==> src/rtl/resetn_seq.sv <==
// resetn_seq: reset sequencer for the FIFO / FTDI-side logic.
// Synchronises the raw board/PLL-lock reset into clk and holds reset for a
// programmable time. It then releases N_OUT active-low reset domains one at a
// time in ascending order, starting with bit 0.
//
// Optional feature macro: RESETN_SEQ_SOFT_RST_EN
//   defined   : soft_rst_req sampled high in RUN re-runs the hold/release
//               sequence, using SOFT_HOLD as the hold length
//   undefined : soft_rst_req is ignored and no soft-reset logic is built
//
// Ports:
//   clk          in   clock
//   rstn_async   in   raw reset, asynchronous assert, active-low
//   soft_rst_req in   synchronous soft-reset request
//   rstn_out     out  [N_OUT] staged active-low resets, registered
//   ready        out  high once every rstn_out bit is released, registered
//   state        out  [2] ASSERT=0, HOLD=1, RELEASE=2, RUN=3, registered
`timescale 1ns/1ps

module resetn_seq #(
   parameter int unsigned SYNC_STAGES = 3,
   parameter int unsigned HOLD_CYCLES = 16,
   parameter int unsigned STAGE_GAP   = 4,
   parameter int unsigned N_OUT       = 3,
   parameter int unsigned SOFT_HOLD   = 8
) (
   input  logic             clk,
   input  logic             rstn_async,
   input  logic             soft_rst_req,
   output logic [N_OUT-1:0] rstn_out,
   output logic             ready,
   output logic [1:0]       state
);

   localparam logic [1:0] ST_ASSERT  = 2'd0;
   localparam logic [1:0] ST_HOLD    = 2'd1;
   localparam logic [1:0] ST_RELEASE = 2'd2;
   localparam logic [1:0] ST_RUN     = 2'd3;

   localparam int unsigned MAX_HS  = (HOLD_CYCLES > SOFT_HOLD) ? HOLD_CYCLES : SOFT_HOLD;
   localparam int unsigned MAX_CNT = (MAX_HS > STAGE_GAP) ? MAX_HS : STAGE_GAP;
   localparam int unsigned CNT_W   = $clog2(MAX_CNT) + 1;
   // The ASSERT->HOLD state flop acts as the final synchroniser stage.
   localparam int unsigned CHAIN   = SYNC_STAGES - 1;

   logic [CHAIN-1:0] sync_q;
   logic             sync_out;
   logic [CNT_W-1:0] cnt_q;
   logic [CNT_W-1:0] cnt_d;
   logic [1:0]       state_d;
   logic [N_OUT-1:0] rstn_d;
   logic [N_OUT-1:0] next_mask;
   logic             ready_d;

   // Reset synchroniser: async clear, shifts in ones.
   always_ff @(posedge clk or negedge rstn_async) begin
      if (!rstn_async) sync_q <= '0;
      else             sync_q <= CHAIN'({sync_q, 1'b1});
   end

   assign sync_out = sync_q[CHAIN-1];

   // Next release pattern: one more bit released above those already high.
   assign next_mask = N_OUT'({rstn_out, 1'b1});

`ifndef RESETN_SEQ_SOFT_RST_EN
   logic unused_soft;
   assign unused_soft = soft_rst_req;
`endif

   // State, counter and output registers.
   always_ff @(posedge clk or negedge rstn_async) begin
      if (!rstn_async) begin
         state    <= ST_ASSERT;
         cnt_q    <= '0;
         rstn_out <= '0;
         ready    <= 1'b0;
      end else begin
         state    <= state_d;
         cnt_q    <= cnt_d;
         rstn_out <= rstn_d;
         ready    <= ready_d;
      end
   end

   // Next-state logic. The counter only decrements when nonzero, so it never wraps.
   always_comb begin
      state_d = state;
      cnt_d   = cnt_q;
      rstn_d  = rstn_out;
      ready_d = ready;
      case (state)
         ST_ASSERT: begin
            rstn_d  = '0;
            ready_d = 1'b0;
            if (sync_out) begin
               state_d = ST_HOLD;
               cnt_d   = CNT_W'(HOLD_CYCLES - 1);
            end
         end
         ST_HOLD, ST_RELEASE: begin
            if (cnt_q == '0) begin
               rstn_d = next_mask;
               if (next_mask[N_OUT-1]) begin
                  state_d = ST_RUN;
                  ready_d = 1'b1;
                  cnt_d   = '0;
               end else begin
                  state_d = ST_RELEASE;
                  cnt_d   = CNT_W'(STAGE_GAP - 1);
               end
            end else begin
               cnt_d = cnt_q - CNT_W'(1);
            end
         end
         ST_RUN: begin
`ifdef RESETN_SEQ_SOFT_RST_EN
            if (soft_rst_req) begin
               state_d = ST_HOLD;
               cnt_d   = CNT_W'(SOFT_HOLD - 1);
               rstn_d  = '0;
               ready_d = 1'b0;
            end
`endif
         end
         default: begin
            state_d = ST_ASSERT;
            cnt_d   = '0;
            rstn_d  = '0;
            ready_d = 1'b0;
         end
      endcase
   end

endmodule

==> config.mk <==
export PLATFORM = sky130hd
export DESIGN_NAME = resetn_seq
export DESIGN_NICKNAME = d
export VERILOG_FILES = /design/src/rtl/resetn_seq.sv
export SDC_FILE = /design/constraint.sdc
export NUM_CORES = 1
export LEC_CHECK = 0
export CORE_MARGIN = 3
export CORE_UTILIZATION = 45
export DETAILED_ROUTE_END_ITERATION = 12
export GPL_ROUTABILITY_DRIVEN = 0
export GPL_TIMING_DRIVEN = 0
export HOLD_SLACK_MARGIN = 0.06
export PLACE_DENSITY = 0.74
export SLEW_MARGIN = 20
export SYNTH_ARGS = -nofsm -noshare
export SYNTH_HDL_FRONTEND = slang
export SYNTH_SLANG_ARGS = --single-unit
==> constraint.sdc <==
create_clock -name clk -period 2.2 [get_ports clk]
set_input_delay 0.44 -clock clk [delete_from_list [all_inputs] [get_ports clk]]
set_output_delay 0.44 -clock clk [all_outputs]
set_load 0.03 [all_outputs]
==> implementation parameters <==
Parameter                              Value

Floorplanning
  Number of placement rows    13
  Standard cell core area    1330 µm²
  Starting Density    0.497
  Top-Level Pins    9
  Width of the chip    roughly 44 µm
  Die ar.    between 1500 and 2000 µm²
  Vertical die dimension    44.4 µm

Critical path
  Destination of the critical timing path    rstn_out[1]
  Delay of the slowest critical-path stage    0.71 ns
  Data arrival time at the worst-slack endpoint    around 1.5 ns
  Worst R2R End    cnt_q[4]
  Critical path buffers and inverters    1
  Kind of end point of the critical path    output port
  Cell class contributing the biggest share of worst-path delay    buffers and inverters
  Reg2Reg Launch Point    state[1]
  Path type of the worst setup path    flop to output port
  Highest fanout seen on the critical path    7
  Register-to-register path setup slack    0.53 ns
  Req. time, crit path    1.76 ns
  Startpoint of the most critical setup path    rstn_out[1]
  Critical path depth in cells    1
  Crit-path cells    clkdlybuf4s50_1
  Count of cells along the worst register-to-register path    6
  Startpoint kind of the worst setup timing path    flop
  Worst-path cell with the longest stage delay    sky130_fd_sc_hd__clkdlybuf4s50_1

Final layout
  Layout-stage area growth over the synthesis result    17.4%
  Layout net count    81
  N_diodes    0
  Post-layout instance area    778 µm²
  Layout fillers    125
  Fraction of final layout cells sized beyond drive strength 1    0.107

Job
  Max-cap check violation count    0

Place
  Count of port buffers added during placement    7
  Area after detailed placement    752 µm²
  HPWL after DPL    777 µm

Power and ir drop
  Switching share of total power    0.390
  Leak Pwr    0.000338 µW
  Part of the power in the clock network    0.171
  Power density over the cells    about 1100 nW/µm²
  Peak supply drop    0.000524 V
  Share of power burned in registers    0.396
  Combinational share of power    0.433
  Internal power summed over all cells    523 µW
  Post-route total power    858 µW
  Net switching power    335 µW

CTS
  Post-CTS setup buffers    0
  Post-CTS sizing    0
  Hold-fix buffer count after cts    0
  Clock insertion delay at the later pin of the skew report    0.28 ns
  Total CTS buffers    3
  H-tree levels    1
  CTS tree    done
  CTS max path bufs    2
  Clock sink count    13
  Clock-pin slew reported for the worst setup and hold paths after clock tree synthesis    0.08 ns
  CTS root buffer    sky130_fd_sc_hd__clkbuf_4

Timing
  Fmax    between 0.5 and 0.6 GHz
  Fin crit share    0.857
  Final Max Slew Viols    0
  Sum of negative setup slack    0 ns
  Worst clock skew    0.00615 ns
  Smallest hold slack    0.355 ns
  Final setup violation count    0
  Hold violation total from the final report    0
  Tightest slew margin relative to the limit    0.621
  Transition time at the pin with the least slew margin    ~0.57 ns
  RSZ-0062 raised after global routing    false
  Post-layout min period    between 1.5 and 2 ns

Logic synthesis
  Synthesis Warnings    0
  Distinct cell type count after synthesis    28
  Yosys top cell by area    sky130_fd_sc_hd__dfrtp_1
  Sequential fraction of the synthesis area    0.491
  Post-synthesis cell count    between 60 and 70
  Avg Cell Area, Syn    10.4 µm²
  Top cells by area, synth    sky130_fd_sc_hd__dfrtp_1 49%, sky130_fd_sc_hd__nor2_1 4.0%, sky130_fd_sc_hd__a21oi_1 3.8%, sky130_fd_sc_hd__ha_1 3.8%, sky130_fd_sc_hd__nor4b_4 3.6%
  Register bit total from synthesis    13
  Area share of the largest cell type after synthesis    0.491
  Net count of the mapped netlist    69
  Area of the mapped netlist    roughly 660 µm²

Drt
  Post-DRT Antenna Nets    0
  Residual DRC    0
  Routed WL per cell    12.7 µm
  Vias after detailed routing    493
  Routed wire length    1150 µm
  1st-iter DRT viols    9
  Post-detailed-route via-to-cell ratio    roughly 5.5
  Count of TritonRoute iterations in the first routing pass    4

Min path
  Worst hold-check path type    flop to flop
  Cell depth of the worst hold path    0

Global routing
  Tot GR Track Use    0.145
  Largest net degree at the start of global routing    14
  Vias in the first global route    468
  Number of antenna violations at the first check in global routing    0
  First-pass GRT wire length    2010 µm
  Total congestion overflow after global routing    0

Outcome
  Outcome    completed
-- final cells by class --
cell class / count / area, µm² / area share
Timing Repair Buffer: 7 / 70.1 / 0.0900
Buffer: 3 / 20.0 / 0.0257
Inverter: 6 / 22.5 / 0.0289
Sequential cell: 13 / 325 / 0.418
Multi-Input combinational cell: 42 / 295 / 0.379
Tap cell: 15 / 18.8 / 0.0241
Clock buffer: 4 / 26.3 / 0.0338
-- placed cells by master, fill, tap and decap left out, types with 2 or more instances in the layout --
| cell type | n |
|---|---|
| sky130_fd_sc_hd__nand2b_1 | 3 |
| sky130_fd_sc_hd__a31oi_1 | 2 |
| sky130_fd_sc_hd__dfrtp_1 | 13 |
| sky130_fd_sc_hd__mux2_2 | 2 |
| sky130_fd_sc_hd__or3_1 | 2 |
| sky130_fd_sc_hd__clkdlybuf4s50_1 | 7 |
| sky130_fd_sc_hd__a22o_1 | 2 |
| sky130_fd_sc_hd__nand2_1 | 2 |
| sky130_fd_sc_hd__o21ai_0 | 2 |
| sky130_fd_sc_hd__clkbuf_4 | 3 |
| sky130_fd_sc_hd__clkbuf_1 | 2 |
| sky130_fd_sc_hd__nor2_1 | 7 |
| sky130_fd_sc_hd__a21oi_1 | 5 |
| sky130_fd_sc_hd__inv_1 | 6 |
| sky130_fd_sc_hd__ha_1 | 2 |
-- per-stage QoR --
step,worst slack (ns),utilization,instances
after floorplan,0.510,-,64
after global placement,0.586,0.564,86
after detailed placement,0.564,0.564,86
after CTS,0.301,0.583,90
after global routing,0.234,0.583,90
final,0.315,0.583,90
-- worst register-to-register path: cells and delay by family (launching register included) --
kind                     cells  cell delay (ns)
AO/OA/AOI/OAI                2             0.34
adder cells (fa/ha/maj)      1             0.26
buffers and inverters        3             0.61
flip-flops                   1             0.39
-- per-layer routing --
| layer | GRT usage | wire length (µm) |
|---|---|---|
| met5 | 0 | 0 |
| met4 | 0.0904 | 23 |
| met3 | 0.0528 | 58 |
| met2 | 0.206 | 454 |
| met1 | 0.185 | 608 |
-- kinds of logic after synthesis --
logic type,share of synthesized area
fa+ha+maj,0.0377
mux,0.0660
flops,0.491
compound gates,0.170
simple gates,0.166
other cells,0.00565
buf+inv,0.0641
-- power by group through the flow --
stage / combinational [µW] / sequential [µW] / clock, µW
floorplan: 267 / 357 / 0
global placement: 366 / 342 / 0
detailed placement: 372 / 345 / 0
CTS: 374 / 340 / 153
global route: 417 / 347 / 169
finish: 372 / 340 / 147
-- Yosys cell counts, drive strengths merged --
cell / number
dfrtp: 13
nor2: 7
inv: 6
a21oi: 5
mux2: 3
nand2b: 3
o21ai: 3
a22o: 2
a31oi: 2
buf: 2
ha: 2
nand2: 2
or3: 2
a21boi: 1
a32o: 1
a41oi: 1
clkbuf: 1
conb: 1
mux2i: 1
nand4: 1
nand4b: 1
nor2b: 1
nor4b: 1
o211a: 1
o22ai: 1
-- sequential cells by signal, summed over array words and instances, names as in the netlist --
register	cells
ready	1
rstn_out	3
sync_q	2
cnt_q	5
state	2
-- worst min path at each step --
stage	startpoint	end	slack [ns]
global route	sync_q[0]	sync_q[1]	0.37
floorplan	rstn_async	cnt_q[0]	0.14
detailed placement	sync_q[0]	sync_q[1]	0.34
global placement	sync_q[0]	sync_q[1]	0.33
CTS	sync_q[0]	sync_q[1]	0.36
finish	sync_q[0]	sync_q[1]	0.35
Note: power is estimated with default switching activity, not from simulation.
